### src/rtl/lsu_mem_stage_pkg.sv
// Shared types and helpers for the memory-stage load/store unit.
package lsu_pkg;

    localparam logic [2:0] F3_LB  = 3'b000;
    localparam logic [2:0] F3_LH  = 3'b001;
    localparam logic [2:0] F3_LW  = 3'b010;
    localparam logic [2:0] F3_LBU = 3'b100;
    localparam logic [2:0] F3_LHU = 3'b101;

    typedef enum logic [2:0] {
        S_IDLE,
        S_REQ,
        S_WAIT,
        S_DONE,
        S_DRAIN
    } lsu_state_t;

    function automatic logic [3:0] store_be(input logic [2:0] f3,
                                            input logic [1:0] off);
        logic [3:0] be;
        unique case (f3[1:0])
            2'b00:   be = 4'b0001 << off;
            2'b01:   be = off[1] ? 4'b1100 : 4'b0011;
            default: be = 4'b1111;
        endcase
        return be;
    endfunction

    function automatic logic [31:0] store_wdata(input logic [2:0]  f3,
                                                input logic [31:0] wd);
        logic [31:0] d;
        unique case (f3[1:0])
            2'b00:   d = {4{wd[7:0]}};
            2'b01:   d = {2{wd[15:0]}};
            default: d = wd;
        endcase
        return d;
    endfunction

endpackage

### src/rtl/lsu_mem_stage_if.sv
// Data-bus request/response bundle between the LSU and memory.
interface lsu_mem_stage_if;

    logic        bus_req;
    logic        bus_we;
    logic [31:0] bus_addr;
    logic [3:0]  bus_be;
    logic [31:0] bus_wdata;
    logic        bus_gnt;
    logic        bus_rvalid;
    logic [31:0] bus_rdata;

    modport master (
        output bus_req, bus_we, bus_addr, bus_be, bus_wdata,
        input  bus_gnt, bus_rvalid, bus_rdata
    );

    modport slave (
        input  bus_req, bus_we, bus_addr, bus_be, bus_wdata,
        output bus_gnt, bus_rvalid, bus_rdata
    );

endinterface

### src/rtl/lsu_mem_stage_load_extend.sv
// Selects the addressed byte/half of a read word and sign/zero-extends it.
module lsu_load_extend
    import lsu_pkg::*;
(
    input  logic [31:0] rdata,
    input  logic [1:0]  offset,
    input  logic [2:0]  funct3,
    output logic [31:0] data_o
);

    logic [31:0] shifted;
    logic [7:0]  byte_v;
    logic [15:0] half_v;

    always_comb begin
        shifted = rdata >> {offset, 3'b000};
        byte_v  = shifted[7:0];
        half_v  = offset[1] ? rdata[31:16] : rdata[15:0];
        unique case (funct3)
            F3_LB:   data_o = {{24{byte_v[7]}}, byte_v};
            F3_LH:   data_o = {{16{half_v[15]}}, half_v};
            F3_LBU:  data_o = {24'h0, byte_v};
            F3_LHU:  data_o = {16'h0, half_v};
            default: data_o = rdata;
        endcase
    end

endmodule

### src/rtl/lsu_mem_stage.sv
// Memory-stage load/store controller; LSU_MISALIGN_TRAP_EN enables the
// misaligned-access trap (otherwise low address bits are ignored).
module lsu_mem_stage
    import lsu_pkg::*;
#(
    parameter int TIMEOUT_CYCLES = 64,
    parameter int CNT_W          = 7
) (
    input  logic               clk,
    input  logic               rst_n,
    input  logic               mem_read,
    input  logic               mem_write,
    input  logic [2:0]         funct3,
    input  logic [31:0]        addr,
    input  logic [31:0]        wdata,
    input  logic               flush,
    lsu_mem_stage_if.master    bus,
    output logic               valid,
    output logic [31:0]        load_data,
    output logic               bus_err,
    output logic               misalign
);

    localparam logic [CNT_W-1:0] TO_LAST = CNT_W'(TIMEOUT_CYCLES - 1);

    lsu_state_t       state_q, state_d;
    logic [CNT_W-1:0] cnt_q, cnt_d;
    logic [2:0]       f3_q, f3_d;
    logic [31:0]      addr_q, addr_d;
    logic [31:0]      wdata_q, wdata_d;
    logic             we_q, we_d;
    logic [31:0]      ld_q, ld_d;
    logic             err_q, err_d;
    logic             mis_q, mis_d;

    logic             idle, access, trap, we_s;
    logic [2:0]       f3_s;
    logic [31:0]      addr_s, wdata_s, ext;

`ifdef LSU_MISALIGN_TRAP_EN
    assign trap = ((funct3[1:0] == 2'b01) & addr[0])
                | ((funct3[1:0] == 2'b10) & (addr[1:0] != 2'b00));
`else
    assign trap = 1'b0;
`endif

    assign idle   = (state_q == S_IDLE);
    assign access = (mem_read | mem_write) & ~flush;

    // The IDLE cycle already presents the request, so it uses live inputs.
    assign f3_s    = idle ? funct3    : f3_q;
    assign addr_s  = idle ? addr      : addr_q;
    assign wdata_s = idle ? wdata     : wdata_q;
    assign we_s    = idle ? mem_write : we_q;

    assign bus.bus_req   = (idle & access & ~trap) | (state_q == S_REQ);
    assign bus.bus_we    = bus.bus_req & we_s;
    assign bus.bus_addr  = {addr_s[31:2], 2'b00};
    assign bus.bus_be    = bus.bus_req ? store_be(f3_s, addr_s[1:0]) : 4'b0000;
    assign bus.bus_wdata = store_wdata(f3_s, wdata_s);

    lsu_load_extend u_ext (
        .rdata  (bus.bus_rdata),
        .offset (addr_q[1:0]),
        .funct3 (f3_q),
        .data_o (ext)
    );

    always_comb begin
        state_d = state_q;
        cnt_d   = cnt_q;
        f3_d    = f3_q;
        addr_d  = addr_q;
        wdata_d = wdata_q;
        we_d    = we_q;
        ld_d    = ld_q;
        err_d   = 1'b0;
        mis_d   = 1'b0;
        unique case (state_q)
            S_IDLE: begin
                if (access) begin
                    f3_d    = funct3;
                    addr_d  = addr;
                    wdata_d = wdata;
                    we_d    = mem_write;
                    cnt_d   = '0;
                    if (trap) begin
                        state_d = S_DONE;
                        mis_d   = 1'b1;
                    // A grant seen while requesting from IDLE must be honoured.
                    end else if (bus.bus_gnt) begin
                        state_d = mem_write ? S_DONE : S_WAIT;
                    end else begin
                        state_d = S_REQ;
                    end
                end
            end
            S_REQ: begin
                if (bus.bus_gnt) begin
                    cnt_d = '0;
                    if (we_q) state_d = flush ? S_IDLE  : S_DONE;
                    else      state_d = flush ? S_DRAIN : S_WAIT;
                end else if (flush) begin
                    state_d = S_IDLE;
                end
            end
            S_WAIT: begin
                if (bus.bus_rvalid) begin
                    state_d = S_DONE;
                    ld_d    = ext;
                end else if (flush) begin
                    state_d = S_DRAIN;
                    cnt_d   = cnt_q + CNT_W'(1);
                end else if (cnt_q >= TO_LAST) begin
                    state_d = S_DONE;
                    err_d   = 1'b1;
                    ld_d    = '0;
                end else begin
                    cnt_d = cnt_q + CNT_W'(1);
                end
            end
            S_DRAIN: begin
                if (bus.bus_rvalid || cnt_q >= TO_LAST) state_d = S_IDLE;
                else cnt_d = cnt_q + CNT_W'(1);
            end
            S_DONE:  state_d = S_IDLE;
            default: state_d = S_IDLE;
        endcase
    end

    always_ff @(posedge clk or negedge rst_n) begin
        if (!rst_n) begin
            state_q <= S_IDLE;
            cnt_q   <= '0;
            f3_q    <= '0;
            addr_q  <= '0;
            wdata_q <= '0;
            we_q    <= 1'b0;
            ld_q    <= '0;
            err_q   <= 1'b0;
            mis_q   <= 1'b0;
        end else begin
            state_q <= state_d;
            cnt_q   <= cnt_d;
            f3_q    <= f3_d;
            addr_q  <= addr_d;
            wdata_q <= wdata_d;
            we_q    <= we_d;
            ld_q    <= ld_d;
            err_q   <= err_d;
            mis_q   <= mis_d;
        end
    end

    assign valid     = (state_q == S_DONE);
    assign load_data = ld_q;
    assign bus_err   = valid & err_q;
    assign misalign  = valid & mis_q;

endmodule

### src/flat_wrapper.sv
// flat-port wrapper written by rule: the top's interface ports become plain ports
module lsu_mem_stage_flat import lsu_pkg::*;
#(
    parameter int TIMEOUT_CYCLES = 64,
    parameter int CNT_W          = 7
)
  (clk, rst_n, mem_read, mem_write, funct3, addr, wdata, flush, valid, load_data, bus_err, misalign, bus_bus_req, bus_bus_we, bus_bus_addr, bus_bus_be, bus_bus_wdata, bus_bus_gnt, bus_bus_rvalid, bus_bus_rdata);
  lsu_mem_stage_if bus_i ();
  input  logic clk;
  input  logic rst_n;
  input  logic mem_read;
  input  logic mem_write;
  input  logic [2:0] funct3;
  input  logic [31:0] addr;
  input  logic [31:0] wdata;
  input  logic flush;
  output logic valid;
  output logic [31:0] load_data;
  output logic bus_err;
  output logic misalign;
  output wire logic [$bits(bus_i.bus_req)-1:0] bus_bus_req;
  output wire logic [$bits(bus_i.bus_we)-1:0] bus_bus_we;
  output wire logic [$bits(bus_i.bus_addr)-1:0] bus_bus_addr;
  output wire logic [$bits(bus_i.bus_be)-1:0] bus_bus_be;
  output wire logic [$bits(bus_i.bus_wdata)-1:0] bus_bus_wdata;
  input wire logic [$bits(bus_i.bus_gnt)-1:0] bus_bus_gnt;
  input wire logic [$bits(bus_i.bus_rvalid)-1:0] bus_bus_rvalid;
  input wire logic [$bits(bus_i.bus_rdata)-1:0] bus_bus_rdata;
  assign bus_bus_req = bus_i.bus_req;
  assign bus_bus_we = bus_i.bus_we;
  assign bus_bus_addr = bus_i.bus_addr;
  assign bus_bus_be = bus_i.bus_be;
  assign bus_bus_wdata = bus_i.bus_wdata;
  assign bus_i.bus_gnt = bus_bus_gnt;
  assign bus_i.bus_rvalid = bus_bus_rvalid;
  assign bus_i.bus_rdata = bus_bus_rdata;
  lsu_mem_stage #(.TIMEOUT_CYCLES(TIMEOUT_CYCLES), .CNT_W(CNT_W)) u_core (.clk(clk), .rst_n(rst_n), .mem_read(mem_read), .mem_write(mem_write), .funct3(funct3), .addr(addr), .wdata(wdata), .flush(flush), .bus(bus_i), .valid(valid), .load_data(load_data), .bus_err(bus_err), .misalign(misalign));
endmodule
### config.mk
export PLATFORM = sky130hd
export DESIGN_NAME = lsu_mem_stage_flat
export DESIGN_NICKNAME = d
export VERILOG_FILES = /design/src/rtl/lsu_mem_stage_pkg.sv /design/src/rtl/lsu_mem_stage_if.sv /design/src/rtl/lsu_mem_stage_load_extend.sv /design/src/rtl/lsu_mem_stage.sv /design/src/flat_wrapper.sv
export SDC_FILE = /design/constraint.sdc
export NUM_CORES = 1
export LEC_CHECK = 0
export CORE_UTILIZATION = 48
export CTS_BUF_LIST = sky130_fd_sc_hd__clkbuf_4 sky130_fd_sc_hd__clkbuf_8
export DETAILED_ROUTE_END_ITERATION = 6
export PLACE_DENSITY = 0.81
export SLEW_MARGIN = 30
export SYNTH_ARGS = -nofsm -noshare
export SYNTH_HDL_FRONTEND = slang
export SYNTH_SLANG_ARGS = --single-unit
### constraint.sdc
create_clock -name clk -period 2.25 [get_ports clk]
set_input_delay 0.225 -clock clk [delete_from_list [all_inputs] [get_ports clk]]
set_output_delay 0.225 -clock clk [all_outputs]
set_load 0.05 [all_outputs]
==> results of run 1 <==
[cell families (layout without fill, tap and decap cells)]
| logic type | after synthesis | in the layout | synth area share [%] |
|---|---|---|---|
| AND/OR/NAND/NOR | 152 | 152 | 10.54 |
| multiplexers | 139 | 139 | 23.93 |
| other | 1 | 3 | 0.05849 |
| buffers and inverters | 63 | 303 | 5.230 |
| AO/OA/AOI/OAI | 178 | 178 | 16.73 |
| flip-flops | 111 | 111 | 43.33 |
| adder cells (fa/ha/maj) | 1 | 1 | 0.1951 |
[critical path: stages (launching register included)]
cell     delay (ps)
dfrtp_1         420
nor3_4          310
buf_12          190
mux2i_4         280
buf_6           190
a21oi_1         110
a31o_2          250
buf_6           150
[state kept, by name, summed over array words and instances (netlist names)]
signal,flops
u_core.load_data,32
u_core.state_q,3
u_core.err_q,1
u_core.f3_q,3
u_core.wdata_q,32
u_core.we_q,1
u_core.cnt_q,7
u_core.addr_q,32
[path summary, 6_finish.rpt]
path                                     start              endpoint  slack [ps]  cells past startpoint
setup reg to reg             u_core.state_q[2]     u_core.addr_q[16]          80                      8
min in group clk                     funct3[2]        u_core.f3_q[2]         450                      2
hold reg to reg            u_core.load_data[6]   u_core.load_data[6]         500                      2
hold / removal                           rst_n          u_core.err_q         440                      3
setup / recovery             u_core.state_q[2]     bus_bus_wdata[15]        -270                      7
max in group asynchronous                rst_n  u_core.load_data[23]        1350                      3
[metal layers]
metal / vias to the layer above / GRT usage, % / share of wire, %
li1: 2800 / - / -
met1: 3132 / 35.73 / 37
met2: 472 / 49.37 / 49
met3: 97 / 6.928 / 9.2
met4: 0 / 10.50 / 3.9
met5: - / 0 / 0
[through the flow]
step | setup TNS, ps | instance area [sq um] | instances
finish | -5415 | 10150 | 1059
global route | -6925 | 10150 | 1059
CTS | -5169 | 9412 | 1037
detailed placement | 0 | 8916 | 1009
global placement | 0 | 8914 | 1009
floorplan | -1461 | 6445 | 647
[placed cells by master, fill, tap and decap left out, types with 12 or more instances in the layout]
cell type	netlist	final
mux2i_1	34	31
inv_1	12	12
buf_12	0	37
nand2_1	94	86
buf_4	6	49
dfrtp_1	111	111
mux2_2	98	76
mux2_4	0	22
clkdlybuf4s50_1	0	136
o21ai_0	72	58
nor2_1	27	24
a21oi_1	55	42
buf_6	8	19
buf_8	0	27
[what timing repair did]
action	CTS	global route
resized for setup	21	132
gates cloned	3	7
setup endpoints to repair	51	61
endpoints found under the hold margin	111	0
pin swaps	4	11
hold buffers	1	0
setup buffers	8	18
[area by class of cell]
cell class | count | area (sq um) | area share (%)
Timing Repair Buffer | 274 | 3227 | 31.80
Sequential cell | 111 | 2778 | 27.37
Inverter | 13 | 48.80 | 0.4808
Clock inverter | 5 | 88.84 | 0.8754
Tap cell | 172 | 215.2 | 2.121
Multi-Input combinational cell | 473 | 3646 | 35.93
Clock buffer | 11 | 145.1 | 1.430
==> impl_metrics.json, run 1 <==
{
  "outcome": "complete, but fails checks",
  "violations": "negative setup slack",
  "utilization_pct": 79.13,
  "maxCapViolCount": 0,
  "synth_area_leaders": "dfrtp_1, mux2_2, o21ai_0",
  "fin_crit_sh_pct": 112.1,
  "clkLatencyLatePin_ps": 400,
  "syn_area_sq_um": 6411,
  "clockRootBuffer": "clkbuf_8",
  "clock.fmax_mhz": 396.3,
  "cts_tree": "yes",
  "gp_congestion": 0.9240,
  "antenna_found_initial": 0,
  "synth-seq-cells": 111,
  "startpoint_type": "flip-flop",
  "finalMaxSlewViolations": 0,
  "antenna_cells": 0,
  "dpl.hpwl_um": 13630,
  "grt_max_degree": 112,
  "max_slew_margin_pct": 35.48,
  "synth.distinct_cells": 53,
  "final_layout_size_suffix_gt1_share_pct": 34.27,
  "num_rows": 41,
  "dieHeight_um": 117.6,
  "syn_area_per_cell_sq_um": 9.940,
  "tightest_slew_ps": 965.7,
  "initial_core_util_pct": 49.99,
  "area_growth_syn_to_layout_pct": 58.29,
  "layout.nets": 989,
  "via_per_inst": 6.139,
  "clk_path_buf_depth": 2,
  "yosys.area.top_type": "dfrtp_1",
  "ant_nets": 0,
  "fp.coreArea_sq_um": 12820,
  "synthesis.instances": 645,
  "ys_warn_count": 0,
  "dr_total_vias": 6501,
  "synth_commonest_cells": "dfrtp_1, mux2_2, nand2_1",
  "grt_setup_unrepaired": "yes",
  "min_period_ps": 2523,
  "ys_seq_area_share_pct": 43.33,
  "finClkSkew_ps": 14.63,
  "die-area_sq_um": 13820,
  "synth-edff-count": 0,
  "synth_ff_type": "dfrtp_1",
  "track_usage_pct": 28.98,
  "required_ps": 2030,
  "port_buffers": 207,
  "totalWireLength_um": 23390,
  "yosysMostFrequentCell": "dfrtp_1",
  "drtPass1Iterations": 5,
  "worst_slack_ps": -273.3,
  "end_kind": "primary output",
  "clk_pin_slew_ps": 110,
  "pin_count": 211,
  "crit_path_max_fanout": 8,
  "hold_violations": 0,
  "pre_cts_ws_ps": 150.5,
  "holdWs_ps": 443.6,
  "grt_pass1_vias": 6170,
  "wl_per_cell_um": 22.08,
  "arrival_ps": 2300,
  "synth_async_sr_flop_share_pct": 100.0,
  "grt_pass1_wl_um": 32090,
  "worstHoldPathType": "input port to async pin",
  "clock_sinks": 111,
  "grt_overflow": 0,
  "crit_type": "flip-flop to primary output",
  "filler_cell_count": 749,
  "drc": 0,
  "htreeDepth": 3,
  "die_w_um": 117.6,
  "drtIter0Drc": 704,
  "final-setup-viol-count": 49,
  "synth_top_area_share_pct": 43.33,
  "cts_buffers": 9
}
Power of run 1 is left out: the tool's default activity adds up to more than one toggle a clock period on the data nets, which glitch-free logic cannot reach.
==> run 2: changes to the inputs <==
--- a/config.mk
+++ b/config.mk
@@ -9,6 +9,7 @@
 export CTS_BUF_LIST = sky130_fd_sc_hd__clkbuf_4 sky130_fd_sc_hd__clkbuf_8
 export DETAILED_ROUTE_END_ITERATION = 6
 export PLACE_DENSITY = 0.81
+export SETUP_SLACK_MARGIN = 0.3
 export SLEW_MARGIN = 30
 export SYNTH_ARGS = -nofsm -noshare
 export SYNTH_HDL_FRONTEND = slang
==> run 2 against run 1 <==
The run still ends with negative setup slack left. Critical path depth increased by 2. Maximum frequency down 5.6%. Via count increased by 19%. Design area up 14%. Clock skew increased by 13 ps. Clock-buffer cell count fell by 1. Critical path type unchanged.
==> impl_metrics.json, run 2 (synthesis results as in run 1) <==
{
  "clk_path_buf_depth": 2,
  "die-area_sq_um": 13820,
  "worstHoldPathType": "input port to flip-flop",
  "path_cells": "nor3_4, buf_12, buf_12, buf_12, nor2_4, a31oi_4, nand2_2, a21oi_4, buf_12",
  "drtIter0Drc": 1369,
  "cpMostUsedCell": "buf_12",
  "maxCapViolCount": 0,
  "finClkSkew_ps": 27.15,
  "drtPass1Iterations": 6,
  "grt_pass1_vias": 6952,
  "top_layer_used": "met4",
  "regArea_sq_um": 2780,
  "via_per_inst": 6.946,
  "grt_setup_unrepaired": "yes",
  "initial_core_util_pct": 49.99,
  "area_growth_syn_to_layout_pct": 80.50,
  "wl_met2_um": 15460,
  "path_delay_family": "buffers and inverters",
  "final_cell_mix": "clkdlybuf4s50_1, dfrtp_1, mux2_4, nand2_1, buf_6",
  "startpoint_type": "flip-flop",
  "multi_input_area_sq_um": 4353,
  "ant_nets": 0,
  "final-setup-viol-count": 68,
  "dieHeight_um": 117.6,
  "min_period_ps": 2674,
  "slowest_delay_ps": 470,
  "fin_cells": 1116,
  "num_rows": 41,
  "antenna_found_initial": 2,
  "clock_sinks": 111,
  "clkLatencyLatePin_ps": 430,
  "dr_total_vias": 7752,
  "gp_congestion": 0.9317,
  "fp.coreArea_sq_um": 12820,
  "clockRootBuffer": "clkbuf_8",
  "clock.fmax_mhz": 374.0,
  "utilization_pct": 90.23,
  "die_w_um": 117.6,
  "final_layout_size_suffix_gt1_share_pct": 44.00,
  "finalMaxSlewViolations": 0,
  "outcome": "complete, but fails checks",
  "end_kind": "primary output",
  "max_slew_margin_pct": 40.98,
  "grt_overflow": 0,
  "hold_violations": 0,
  "layout.nets": 1043,
  "clk_pin_slew_ps": 120,
  "htreeDepth": 3,
  "fin_crit_sh_pct": 118.8,
  "crit_type": "flip-flop to primary output",
  "crit_slowest_cell": "dfrtp_1",
  "layout_commonest_cell": "clkdlybuf4s50_1",
  "required_ps": 2030,
  "filler_cell_count": 443,
  "arrival_ps": 2450,
  "violations": "negative setup slack",
  "track_usage_pct": 36.10,
  "worst_slack_ps": -423.6,
  "dpl.hpwl_um": 13840,
  "pin_count": 211,
  "wl_per_cell_um": 31.39,
  "grt_max_degree": 65,
  "cts_buffers": 9,
  "crit_path_max_fanout": 6,
  "grt_pass1_wl_um": 38800,
  "placed_cells": 1014,
  "path_buf_inv": 4,
  "drt-met1-wl_um": 11760,
  "drc": 0,
  "tightest_slew_ps": 885.3,
  "dr_wl_met3_um": 4820,
  "totalWireLength_um": 35030,
  "port_buffers": 207,
  "cts_tree": "yes"
}
run 2: changes by cell type in the layout (fill, tap and decap cells not counted), moves of 8 or more:
cell	before	now
nand2_1	86	78
a21oi_4	3	11
mux2_2	76	16
buf_16	1	9
mux2_4	22	85
nand2_2	5	13
a21oi_1	42	34
buf_6	19	58
run 2: layout make-up:
type,count,area share (%)
Sequential cell,111,24.02
Antenna cell,3,0.06487
Clock inverter,6,0.6055
Tap cell,172,1.860
Multi-Input combinational cell,473,37.61
Inverter,13,0.4325
Clock buffer,10,1.189
Timing Repair Buffer,328,34.21
run 2: through the flow:
step	setup WS [ps]	setup TNS (ps)	cell area, sq um	hold slack (ps)
floorplan	123.1	0	6773	-70.59
global placement	184.8	0	9258	365.0
detailed placement	116.3	0	9260	380.5
CTS	-132.0	-3233	10710	443.8
global route	-441.6	-17750	11570	467.0
finish	-423.6	-16160	11570	460.2
run 2: routing by layer:
metal / up-vias / GRT usage [%]
li1: 2909 / -
met1: 3670 / 41.68
met2: 886 / 61.80
met3: 287 / 9.109
met4: 0 / 18.75
met5: - / 0
run 2: path summary, 6_finish.rpt:
path / startpoint / to / slack [ps] / cells past startpoint
max in group asynchronous: rst_n / u_core.cnt_q[3] / 1080 / 3
min in group asynchronous: rst_n / u_core.load_data[16] / 470 / 2
worst max register to register: u_core.state_q[2] / u_core.state_q[1] / 10 / 11
worst max-delay path: u_core.state_q[2] / bus_bus_be[0] / -420 / 9
worst min register to register: u_core.load_data[6] / u_core.load_data[6] / 490 / 2
worst min-delay path: addr[3] / u_core.addr_q[3] / 460 / 2
run 2: repair_timing:
item,4_1_cts,5_1_grt
buffers inserted,44,26
hold endpoints to repair,61,0
endpoints found under the setup margin,131,136
pin swaps,17,24
gates cloned,6,6
gates resized for setup,187,113
hold buffers,1,0
Power of run 2 is left out for the same reason.
